<file path="config.mk">
export PLATFORM = sky130hd
export DESIGN_NAME = clock_gate_controller_flat
export DESIGN_NICKNAME = d
export VERILOG_FILES = /design/src/rtl/clock_gate_controller_if.sv /design/src/rtl/clock_gate_controller.sv /design/src/flat_wrapper.sv
export SDC_FILE = /design/constraint.sdc
export NUM_CORES = 1
export LEC_CHECK = 0
export ABC_AREA = 1
export CAP_MARGIN = 10
export CORE_ASPECT_RATIO = 0.5
export CORE_MARGIN = 10
export CORE_UTILIZATION = 50
export DETAILED_ROUTE_END_ITERATION = 8
export PLACE_DENSITY = 0.74
export SYNTH_ARGS = -nofsm -noshare
export SYNTH_HDL_FRONTEND = slang
export SYNTH_SLANG_ARGS = --single-unit
export TNS_END_PERCENT = 5
</file>
<file path="constraint.sdc">
create_clock -name clk -period 2.6 [get_ports clk]
set_input_delay 0.39 -clock clk [delete_from_list [all_inputs] [get_ports clk]]
set_output_delay 0.39 -clock clk [all_outputs]
set_load 0.01 [all_outputs]
</file>
<file path="src/rtl/clock_gate_controller_if.sv">
// Handshake bundle between datapath requesters and the clock gate controller.
// The master drives activity/force; the slave (controller) returns gating status.
interface clock_gate_controller_if #(
    parameter int NUM_CH = 4,
    parameter int STAT_W = 16
);
    logic [NUM_CH-1:0] act_req;
    logic              force_on;
    logic [NUM_CH-1:0] gate_en;
    logic [NUM_CH-1:0] ready;
    logic              all_gated;
    logic [STAT_W-1:0] gated_stat;

    modport master (
        output act_req,
        output force_on,
        input  gate_en,
        input  ready,
        input  all_gated,
        input  gated_stat
    );

    modport slave (
        input  act_req,
        input  force_on,
        output gate_en,
        output ready,
        output all_gated,
        output gated_stat
    );
endinterface

</file>
<file path="src/rtl/clock_gate_controller.sv">
// Per-channel idle-timeout sequencer: gates a channel's clock after a run of idle
// cycles and holds ready low for a fixed settle time when the channel wakes up.
module clock_gate_controller #(
    parameter int NUM_CH      = 4,
    parameter int IDLE_CYCLES = 8,
    parameter int WAKE_CYCLES = 2,
    parameter int CNT_W       = 4,
    parameter int STAT_W      = 16
) (
    input  logic                    clk,
    input  logic                    reset,
    clock_gate_controller_if.slave  bus
);
    localparam logic [1:0] ST_RUN  = 2'd0;
    localparam logic [1:0] ST_IDLE = 2'd1;
    localparam logic [1:0] ST_OFF  = 2'd2;
    localparam logic [1:0] ST_WAKE = 2'd3;

    localparam logic [CNT_W-1:0] IDLE_LAST = CNT_W'(IDLE_CYCLES - 1);
    localparam logic [CNT_W-1:0] WAKE_LAST = CNT_W'(WAKE_CYCLES - 1);
    localparam int               SUM_W     = STAT_W + 5;
    localparam logic [SUM_W-1:0] STAT_MAX  = SUM_W'({STAT_W{1'b1}});

    logic [NUM_CH-1:0] off_now;
    logic [NUM_CH-1:0] off_next;
    logic [NUM_CH-1:0] live_next;

    logic [NUM_CH-1:0] gate_en_reg;
    logic [NUM_CH-1:0] ready_reg;
    logic              all_gated_reg;
    logic [STAT_W-1:0] gated_stat_reg;

    genvar gi;
    generate
        for (gi = 0; gi < NUM_CH; gi++) begin : g_ch
            logic [1:0]       state_reg;
            logic [1:0]       state_next;
            logic [CNT_W-1:0] cnt_reg;
            logic [CNT_W-1:0] cnt_next;
            logic             wake_req;

            assign wake_req = bus.force_on | bus.act_req[gi];

            always_comb begin
                state_next = state_reg;
                cnt_next   = cnt_reg;
                case (state_reg)
                    ST_RUN: begin
                        if (!wake_req) begin
                            state_next = ST_IDLE;
                            cnt_next   = CNT_W'(1);
                        end
                    end
                    ST_IDLE: begin
                        if (wake_req) begin
                            state_next = ST_RUN;
                            cnt_next   = '0;
                        end else if (cnt_reg == IDLE_LAST) begin
                            state_next = ST_OFF;
                            cnt_next   = '0;
                        end else begin
                            cnt_next = cnt_reg + CNT_W'(1);
                        end
                    end
                    ST_OFF: begin
                        if (wake_req) begin
                            state_next = ST_WAKE;
                            cnt_next   = '0;
                        end
                    end
                    default: begin
                        // Settling is never cut short, whatever the inputs do.
                        if (cnt_reg == WAKE_LAST) begin
                            state_next = ST_RUN;
                            cnt_next   = '0;
                        end else begin
                            cnt_next = cnt_reg + CNT_W'(1);
                        end
                    end
                endcase
            end

            always_ff @(posedge clk) begin
                if (reset) begin
                    state_reg <= ST_RUN;
                    cnt_reg   <= '0;
                end else begin
                    state_reg <= state_next;
                    cnt_reg   <= cnt_next;
                end
            end

            assign off_now[gi]   = (state_reg == ST_OFF);
            assign off_next[gi]  = (state_next == ST_OFF);
            assign live_next[gi] = (state_next == ST_RUN) || (state_next == ST_IDLE);
        end
    endgenerate

    function automatic logic [4:0] popcount(input logic [NUM_CH-1:0] v);
        logic [4:0] c;
        c = '0;
        for (int i = 0; i < NUM_CH; i++) begin
            c = c + 5'(v[i]);
        end
        return c;
    endfunction

    logic [SUM_W-1:0] stat_sum;
    assign stat_sum = SUM_W'(gated_stat_reg) + SUM_W'(popcount(off_now));

    // The statistic is charged on the edge that closes each OFF cycle.
    always_ff @(posedge clk) begin
        if (reset) begin
            gate_en_reg    <= '1;
            ready_reg      <= '1;
            all_gated_reg  <= 1'b0;
            gated_stat_reg <= '0;
        end else begin
            gate_en_reg    <= ~off_next;
            ready_reg      <= live_next;
            all_gated_reg  <= &off_next;
            gated_stat_reg <= (stat_sum > STAT_MAX) ? STAT_MAX[STAT_W-1:0]
                                                    : stat_sum[STAT_W-1:0];
        end
    end

    assign bus.gate_en    = gate_en_reg;
    assign bus.ready      = ready_reg;
    assign bus.all_gated  = all_gated_reg;
    assign bus.gated_stat = gated_stat_reg;
endmodule

</file>
<file path="src/flat_wrapper.sv">
// flat-port wrapper written by rule: the top's interface ports become plain ports
module clock_gate_controller_flat 
#(
    parameter int NUM_CH      = 4,
    parameter int IDLE_CYCLES = 8,
    parameter int WAKE_CYCLES = 2,
    parameter int CNT_W       = 4,
    parameter int STAT_W      = 16
)
  (clk, reset, bus_act_req, bus_force_on, bus_gate_en, bus_ready, bus_all_gated, bus_gated_stat);
  clock_gate_controller_if #(.NUM_CH(NUM_CH), .STAT_W(STAT_W)) bus_i ();
  input  logic clk;
  input  logic reset;
  input wire logic [$bits(bus_i.act_req)-1:0] bus_act_req;
  input wire logic [$bits(bus_i.force_on)-1:0] bus_force_on;
  output wire logic [$bits(bus_i.gate_en)-1:0] bus_gate_en;
  output wire logic [$bits(bus_i.ready)-1:0] bus_ready;
  output wire logic [$bits(bus_i.all_gated)-1:0] bus_all_gated;
  output wire logic [$bits(bus_i.gated_stat)-1:0] bus_gated_stat;
  assign bus_i.act_req = bus_act_req;
  assign bus_i.force_on = bus_force_on;
  assign bus_gate_en = bus_i.gate_en;
  assign bus_ready = bus_i.ready;
  assign bus_all_gated = bus_i.all_gated;
  assign bus_gated_stat = bus_i.gated_stat;
  clock_gate_controller #(.NUM_CH(NUM_CH), .IDLE_CYCLES(IDLE_CYCLES), .WAKE_CYCLES(WAKE_CYCLES), .CNT_W(CNT_W), .STAT_W(STAT_W)) u_core (.clk(clk), .reset(reset), .bus(bus_i));
endmodule
</file>
==> qor.yml, run 1 <==
placement:
  routabilityCongestion: 0.8858
  port_buffers: 31
  place_area_sq_um: 3391
  dp_cells: 551
  pre_cts_slack_ps: -116.0
  dp_hpwl_um: 4850
drt:
  route.met3.wl_um: 334
  avgRoutedWirePerCell_um: 12.02
  highest_layer: "met4"
  routed-via-count: 2755
  dr_wl_met2_um: 3202
  m1WireLength_um: 3215
  wl_um: 6779
  dr.pass1.iters: 4
  drc: 0
  detail-route-antenna-nets: 0
  vias_per_cell: 4.885
  drt-initial-drc-count: 120
die:
  num_rows: 19
  die_h_um: 73.53
  core_area_sq_um: 5515
  start_util_pct: 51.95
  die_area_sq_um: 9342
  die_width_um: 127.1
  io_pins: 32
timing:
  skew_ps: 5.711
  finalSetupViolations: 0
  period_share_pct: 98.89
  max_slew_margin_pct: 78.50
  finalHoldViolations: 0
  rsz0062_at_grt: "true"
  tns_ps: 0
  fin_crit_ps: 2571
  worst_slack_ps: 28.75
  slew_violations: 0
  fin_hold_ws_ps: 513.4
  fmax_mhz: 388.9
  worstMarginPinSlew_ps: 322.5
yosys:
  syn_area_sq_um: 2865
  async_reset_ff_share_pct: 0
  synth_edf_count: 0
  syn_nets: 456
  ys_seq_elements: 49
  ys.flop_type: "dfxtp_1"
  syn_avg_cell_area_sq_um: 6.633
  yosysWarnings: 0
  netlist_instances: 432
  seq_area_frac_synth_pct: 34.24
  ys_types: 29
clocking:
  cts.sinks: 49
  cts_buffers: 5
  clk-insertion-delay-late_ps: 280
  cts_tree: "done"
  clockRootBuffer: "clkbuf_16"
  clockBufferDepth: 2
  hold_buffers: 0
  htree_levels: 2
  clkSlewWorstSetupHoldPaths_ps: 60
critical_path:
  cp.required_ps: 2780
  ff2ff_setup_slack_ps: 30
  worstPathMaxFanout: 4
  startpoint_type: "register"
  critPathKind: "register to register"
  end_kind: "register"
  worstPathArrival_ps: 2750
final_layout:
  antenna_cells: 0
  finish.utilization_pct: 67.08
  nNetsFinal: 514
  drive_gt1_share_pct: 16.09
  area_growth_pct: 29.13
  design_area_sq_um: 3700
  fin_cells: 564
pwr:
  ir_drop_mv: 0.2739
  p_leak_nw: 1.671
  power_mw: 1.494
  powerDensity_nw_per_um2: 403.7
grt:
  grt_antenna_before_repair: 0
  grt_pass1_vias: 2597
  grt_max_degree: 22
  grt_usage_pct: 14.57
  grt_pass1_wl_um: 11400
  grt_remaining_overflow: 0
flow_run:
  maxCapViolCount: 0
hold_path:
  hold_path.class: "register to register"
status:
  status: "finished clean"
routing by layer:
layer  global-route usage [%]  vias to the layer above
li1                         -                     1472
met1                    17.12                     1231
met2                    26.08                       48
met3                    4.164                        4
met4                    3.137                        0
met5                        0                        -
Yosys cell counts, types with 2 or more instances:
cell type,number,share of area (%)
nand2_1,122,16
inv_1,72,9.4
nor2_1,53,6.9
dfxtp_1,49,34
nand3_1,32,5.6
o21ai_0,19,3.3
ha_1,15,6.6
a21oi_1,14,2.4
a21oi_2,10,3.1
nand4_1,8,1.7
nor3_1,5,0.87
xor2_1,5,1.5
nand2_2,4,0.87
o21ai_1,3,0.52
clkbuf_1,2,0.26
fa_1,2,1.4
inv_2,2,0.26
nor2_2,2,0.44
o21bai_1,2,0.52
xnor2_1,2,0.61
power breakdown:
part | total (mW) | internal, mW | switching, mW
Combinational | 0.103 | 0.0365 | 0.0662
Clock | 0.624 | 0.358 | 0.265
Sequential | 0.767 | 0.759 | 0.00825
timing repair:
| action | 4_1_cts | 5_1_grt |
|---|---|---|
| hold endpoints to repair | 0 | 0 |
| gates resized for setup | 20 | 14 |
| setup buffers | 4 | 1 |
| pin swaps | 19 | 16 |
| endpoints found under the setup margin | 16 | 16 |
final timing paths:
check	startpoint	endpoint	cells after the start
max reg2reg	u_core.g_ch[1].state_reg[1]	u_core.bus.gated_stat[10]	14
min	u_core.g_ch[3].cnt_reg[0]	u_core.g_ch[3].cnt_reg[0]	2
min reg2reg	u_core.g_ch[3].cnt_reg[0]	u_core.g_ch[3].cnt_reg[0]	2
max	u_core.g_ch[1].state_reg[1]	u_core.bus.gated_stat[10]	14
cells in the final DEF, fill, tap and decap left out, types with 3 or more instances in the layout:
cell,instances
nor2_2,4
ha_4,4
clkdlybuf4s50_1,31
o21ai_1,3
xor2_1,4
buf_4,20
nand3_1,30
clkbuf_1,3
dfxtp_2,3
inv_1,68
a21oi_1,12
a21oi_2,12
o21ai_0,19
ha_1,11
clkbuf_16,5
nand4_1,8
nand2_1,117
nor3_1,5
nor2_1,48
nor2_4,3
nand2_2,9
inv_2,6
dfxtp_1,46
buf_6,4
final cells by class:
class	count	area (sq um)
fillers	480	1815
multi-input cells	304	1700
flip-flops and latches	49	984.7
repair buffers	55	505.5
inverters	75	281.5
clock buffers	8	136.4
well taps	73	91.34
worst max-delay path, cell delays in order (launching register included):
cell	delay (ps)
dfxtp_2	330
inv_2	50
nor2_4	100
ha_4	220
fa_2	590
ha_4	130
inv_2	40
fa_2	360
o21ai_4	220
buf_6	130
nand3_1	60
nand2_1	90
nand3_2	60
nand2_1	60
inv_1	30
cell families after synthesis:
logic type	count (synthesis)	synth area share (%)
AO/OA/AOI/OAI	50	10.70
adder cells (fa/ha/maj)	17	7.948
XOR/XNOR	7	2.140
AND/OR/NAND/NOR	230	34.37
flip-flops	49	34.24
buffers and inverters	79	10.61
Note: power is estimated with default switching activity, not from simulation.
==> run 2: changes to the inputs <==
==> constraint.sdc (replaced) <==
create_clock -name clk -period 2.6 [get_ports clk]
set_input_delay 0.39 -clock clk [delete_from_list [all_inputs] [get_ports clk]]
set_output_delay 0.39 -clock clk [all_outputs]
set_load 0.05 [all_outputs]
==> run 2 against run 1 <==
  * Worst setup slack worse by 1.8 ps
  * Global-route usage up 0.26 points
  * Hold slack better by 2.1 ps
  * Combinational power about the same
  * Flip-flop and latch count unchanged
  * Fmax about the same
  * Utilization down 1.2 points
  * Critical path type unchanged
  * Critical endpoint is now u_core.bus.gated_stat[12]
  * Largest power group unchanged
==> qor.yml, run 2 (same netlist as run 1, synthesis figures left out) <==
final_layout:
  layout_common_cells: "nand2_1, inv_1, nor2_1"
  area_growth_pct: 26.77
  nNetsFinal: 507
  fin_cells: 557
  layout_commonest_cell: "nand2_1"
  drive_gt1_share_pct: 13.64
  design_area_sq_um: 3632
  finish.utilization_pct: 65.86
  antenna_cells: 0
timing:
  slew_violations: 0
  worst_slack_ps: 26.92
  fmax_mhz: 388.6
  fin_crit_ps: 2573
  skew_ps: 5.439
  finalHoldViolations: 0
  max_slew_margin_pct: 66.07
  finalSetupViolations: 0
  rsz0062_at_grt: "true"
  fin_hold_ws_ps: 515.5
  worstMarginPinSlew_ps: 507.3
  tns_ps: 0
  period_share_pct: 98.96
critical_path:
  cp.required_ps: 2780
  crit_chain: "inv_2 -> nor2_4 -> ha_4 -> fa_2 -> ha_4 -> inv_2 -> fa_2 -> o21ai_4 -> nand2_2 -> nor2_2 -> nand2_1 -> nor2_1 -> nor2_1"
  critPathKind: "register to register"
  cpMaxStageDelayCell: "fa_2"
  path_delay_family: "adder cells"
  cp_num_buf_inv: 2
  worst_path_largest_cell_delay_ps: 540
  worstPathArrival_ps: 2750
  worstPathMaxFanout: 4
  end_kind: "register"
  startpoint_type: "register"
grt:
  grt_pass1_vias: 2627
  grt_pass1_wl_um: 11560
  grt_antenna_before_repair: 0
  grt_remaining_overflow: 0
  grt_max_degree: 22
  grt_usage_pct: 14.83
die:
  io_pins: 32
  die_h_um: 73.53
  die_width_um: 127.1
  core_area_sq_um: 5515
  num_rows: 19
  start_util_pct: 51.95
  die_area_sq_um: 9342
clocking:
  htree_levels: 2
  cts_buffers: 5
  cts_tree: "done"
  clockBufferDepth: 2
  cts.sinks: 49
  clockRootBuffer: "clkbuf_16"
  clk-insertion-delay-late_ps: 290
  hold_buffers: 0
  clkSlewWorstSetupHoldPaths_ps: 70
flow_run:
  maxCapViolCount: 0
drt:
  dr.pass1.iters: 4
  wl_um: 6553
  routed-via-count: 2749
  drt-initial-drc-count: 149
  drc: 0
  vias_per_cell: 4.935
  avgRoutedWirePerCell_um: 11.76
  detail-route-antenna-nets: 0
placement:
  dp_hpwl_um: 4961
  routabilityCongestion: 0.9022
  port_buffers: 31
  pre_cts_slack_ps: -164.4
  dp_cells: 547
  place_area_sq_um: 3366
hold_path:
  hold_path.class: "register to register"
pwr:
  powerDensity_nw_per_um2: 445.8
  p_leak_nw: 1.653
  ir_drop_mv: 0.2661
  power_mw: 1.619
status:
  status: "finished clean"
## run 2: worst min-delay path, delay by kind of cell (launching register included)
kind,cells,cell delay [ps]
AND/OR/NAND/NOR,1,70
flip-flops,1,340
AO/OA/AOI/OAI,1,50
## run 2: final cells by class
class,count,area (sq um)
Sequential cell,49,987.2
Tap cell,73,91.34
Inverter,75,281.5
Clock buffer,7,142.6
Multi-Input combinational cell,304,1650
Timing Repair Buffer,48,449.2
Clock inverter,1,30.03
Fill cell,491,1883
## run 2: final timing paths
check / from / to / slack [ps] / cells past startpoint
setup / recovery: u_core.g_ch[0].state_reg[1] / u_core.bus.gated_stat[12] / 30 / 13
hold / removal: u_core.g_ch[3].cnt_reg[0] / u_core.g_ch[3].cnt_reg[0] / 520 / 2
hold reg to reg: u_core.g_ch[3].cnt_reg[0] / u_core.g_ch[3].cnt_reg[0] / 520 / 2
setup reg to reg: u_core.g_ch[0].state_reg[1] / u_core.bus.gated_stat[12] / 30 / 13
## run 2: layer usage
layer	up-vias	global-route usage (%)	part of all wire [%]	wire length (um)
met2	34	25.11	47	3089
met4	0	5.144	0.63	41
met5	-	0	0	0
met1	1263	17.62	47	3099
met3	6	4.594	4.9	323
li1	1446	-	-	-
## run 2: repair_timing
item / in CTS / in global routing
gates resized for setup: 14 / 7
pin swaps: 6 / 6
endpoints found under the hold margin: 0 / 0
endpoints found under the setup margin: 16 / 16
setup buffers: 1 / 1
## run 2: power breakdown
group | switching, mW | leakage, nW | internal, mW
sequential | 0.00782 | 0.399 | 0.759
clock | 0.270 | 0.0841 | 0.481
combinational | 0.0658 | 1.17 | 0.0364
==> run 3: changes to the inputs <==
--- a/config.mk
+++ b/config.mk
@@ -9,9 +9,10 @@
 export CAP_MARGIN = 10
 export CORE_ASPECT_RATIO = 0.5
 export CORE_MARGIN = 10
-export CORE_UTILIZATION = 50
+export CORE_UTILIZATION = 40
 export DETAILED_ROUTE_END_ITERATION = 8
-export PLACE_DENSITY = 0.74
+export GPL_TIMING_DRIVEN = 0
+export PLACE_DENSITY = 0.61
 export SYNTH_ARGS = -nofsm -noshare
 export SYNTH_HDL_FRONTEND = slang
 export SYNTH_SLANG_ARGS = --single-unit
==> run 3 against run 2 <==
  * The run now ends with setup timing left
  * Critical path depth rose by 1
  * Via count down 1.6%
  * Fmax fell by 1.9%
  * Count of clock-buffer cells in the layout down 2
  * Flip-flop and latch count unchanged
  * Sequential power about the same
  * Die area increased by 19%
  * Largest cell class unchanged
  * Highest routed layer unchanged
==> qor.yml, run 3 (same netlist as run 1, synthesis figures left out) <==
timing:
  finalSetupViolations: 3
  skew_ps: 5.819
  period_share_pct: 100.9
  finalHoldViolations: 0
  rsz0062_at_grt: "true"
  fmax_mhz: 381.2
  worst_slack_ps: -23.40
  worstMarginPinSlew_ps: 691.4
  max_slew_margin_pct: 53.91
  fin_crit_ps: 2623
  slew_violations: 0
final_layout:
  layout_commonest_cell: "nand2_1"
  antenna_cells: 0
  area_growth_pct: 28.82
  nNetsFinal: 506
  drive_gt1_share_pct: 12.63
  fin_cells: 575
  layout_common_cells: "nand2_1, inv_1, nor2_1"
placement:
  dp_hpwl_um: 4971
  dp_cells: 555
  routabilityCongestion: 0.8426
  port_buffers: 31
critical_path:
  startpoint_type: "register"
  crit_chain: "inv_2 -> nor2_4 -> ha_4 -> fa_2 -> ha_4 -> inv_2 -> fa_2 -> o21ai_4 -> buf_4 -> buf_4 -> nand4_1 -> nand3_1 -> nand2_1 -> inv_1"
  worstPathArrival_ps: 2860
  end_kind: "register"
  worstPathMaxFanout: 3
  critPathKind: "register to register"
  cpMaxStageDelayCell: "fa_2"
  path_delay_family: "adder cells"
  worst_path_largest_cell_delay_ps: 550
  cp.required_ps: 2840
  cp_num_buf_inv: 5
pwr:
  ir_drop_mv: 0.2644
  power_mw: 1.707
  p_leak_nw: 1.653
  powerDensity_nw_per_um2: 462.3
grt:
  grt_remaining_overflow: 0
  grt_usage_pct: 12.67
  grt_pass1_vias: 2531
  grt_pass1_wl_um: 11730
  grt_antenna_before_repair: 0
  grt_max_degree: 16
drt:
  vias_per_cell: 4.703
  drt-initial-drc-count: 155
  wl_um: 6992
  dr.pass1.iters: 4
  drc: 0
  detail-route-antenna-nets: 0
  avgRoutedWirePerCell_um: 12.16
  routed-via-count: 2704
flow_run:
  maxCapViolCount: 0
clocking:
  cts.sinks: 49
  clockRootBuffer: "clkbuf_16"
  htree_levels: 2
  clkSlewWorstSetupHoldPaths_ps: 70
  clk-insertion-delay-late_ps: 290
  clockBufferDepth: 2
  cts_buffers: 5
  cts_tree: "done"
status:
  failed_checks: "setup timing"
  status: "finished, violations left"
die:
  core_area_sq_um: 6805
  die_h_um: 79.85
  start_util_pct: 42.10
  num_rows: 21
  die_area_sq_um: 11150
  io_pins: 32
  die_width_um: 139.7
hold_path:
  hold_path.class: "register to register"
==> run 3: changes by cell type in the layout (fill, tap and decap cells not counted), sizes merged <==
cell / before / now
clkinv: 1 / 2
buf: 17 / 13
bufinv: 1 / 2
clkbuf: 7 / 8
==> run 3: metal layers <==
metal,part of all wire [%],vias to the layer above,GRT usage [%]
met3,4.8,7,3.860
met2,46,45,21.48
met5,0,-,0
met1,48,1206,14.98
met4,1.1,0,4.508
li1,-,1446,-
==> run 3: where the power goes <==
group / switching [mW] / total [mW] / leakage, nW / internal, mW
Combinational: 0.0660 / 0.100 / 1.16 / 0.0344
Sequential: 0.00937 / 0.767 / 0.399 / 0.757
Clock: 0.290 / 0.839 / 0.0938 / 0.550
==> run 3: tightest hold or removal path: cells and delay by family (launching register included) <==
kind	cells	cell delay (ps)
flip-flops	1	340
AND/OR/NAND/NOR	1	70
AO/OA/AOI/OAI	1	50
==> run 3: cell type report <==
| class | instances | area, sq um |
|---|---|---|
| fillers | 671 | 3114 |
| repair buffers | 43 | 421.7 |
| inverters | 75 | 281.5 |
| multi-input cells | 304 | 1660 |
| clock buffers | 5 | 125.1 |
| well taps | 92 | 115.1 |
| clock inverters | 3 | 65.06 |
| flip-flops and latches | 49 | 991.0 |
| plain buffers | 4 | 31.28 |
==> run 3: final timing paths <==
kind / slack [ps] / cells after the start / to / from
setup / recovery: -20 / 14 / u_core.bus.gated_stat[10] / u_core.g_ch[1].state_reg[1]
hold / removal: 520 / 2 / u_core.g_ch[3].cnt_reg[0] / u_core.g_ch[3].cnt_reg[0]
setup reg to reg: -20 / 14 / u_core.bus.gated_stat[10] / u_core.g_ch[1].state_reg[1]
hold reg to reg: 520 / 2 / u_core.g_ch[3].cnt_reg[0] / u_core.g_ch[3].cnt_reg[0]
==> run 3: per-stage QoR <==
step / setup TNS, ps / instance area, sq um / hold slack [ps] / setup slack [ps] / util (%)
after detailed placement: -3537 / 3303 / 506.1 / -272.7 / 48.54
after global placement: -3956 / 3303 / 503.1 / -301.0 / 48.54
final: -40.53 / 3691 / 520.2 / -23.40 / 54.24
after CTS: -343.9 / 3679 / 515.7 / -49.46 / 54.05
after global routing: -1570 / 3691 / 544.0 / -169.4 / 54.24
after floorplan: 0 / 2878 / 477.4 / 1.655 / -
==> run 3: repair_timing <==
item	in CTS	in global routing
setup endpoints to repair	16	16
hold buffers	0	0
setup buffers	11	0
pin swaps	12	1
resized for setup	19	4
endpoints found under the hold margin	0	0
cloned	1	0
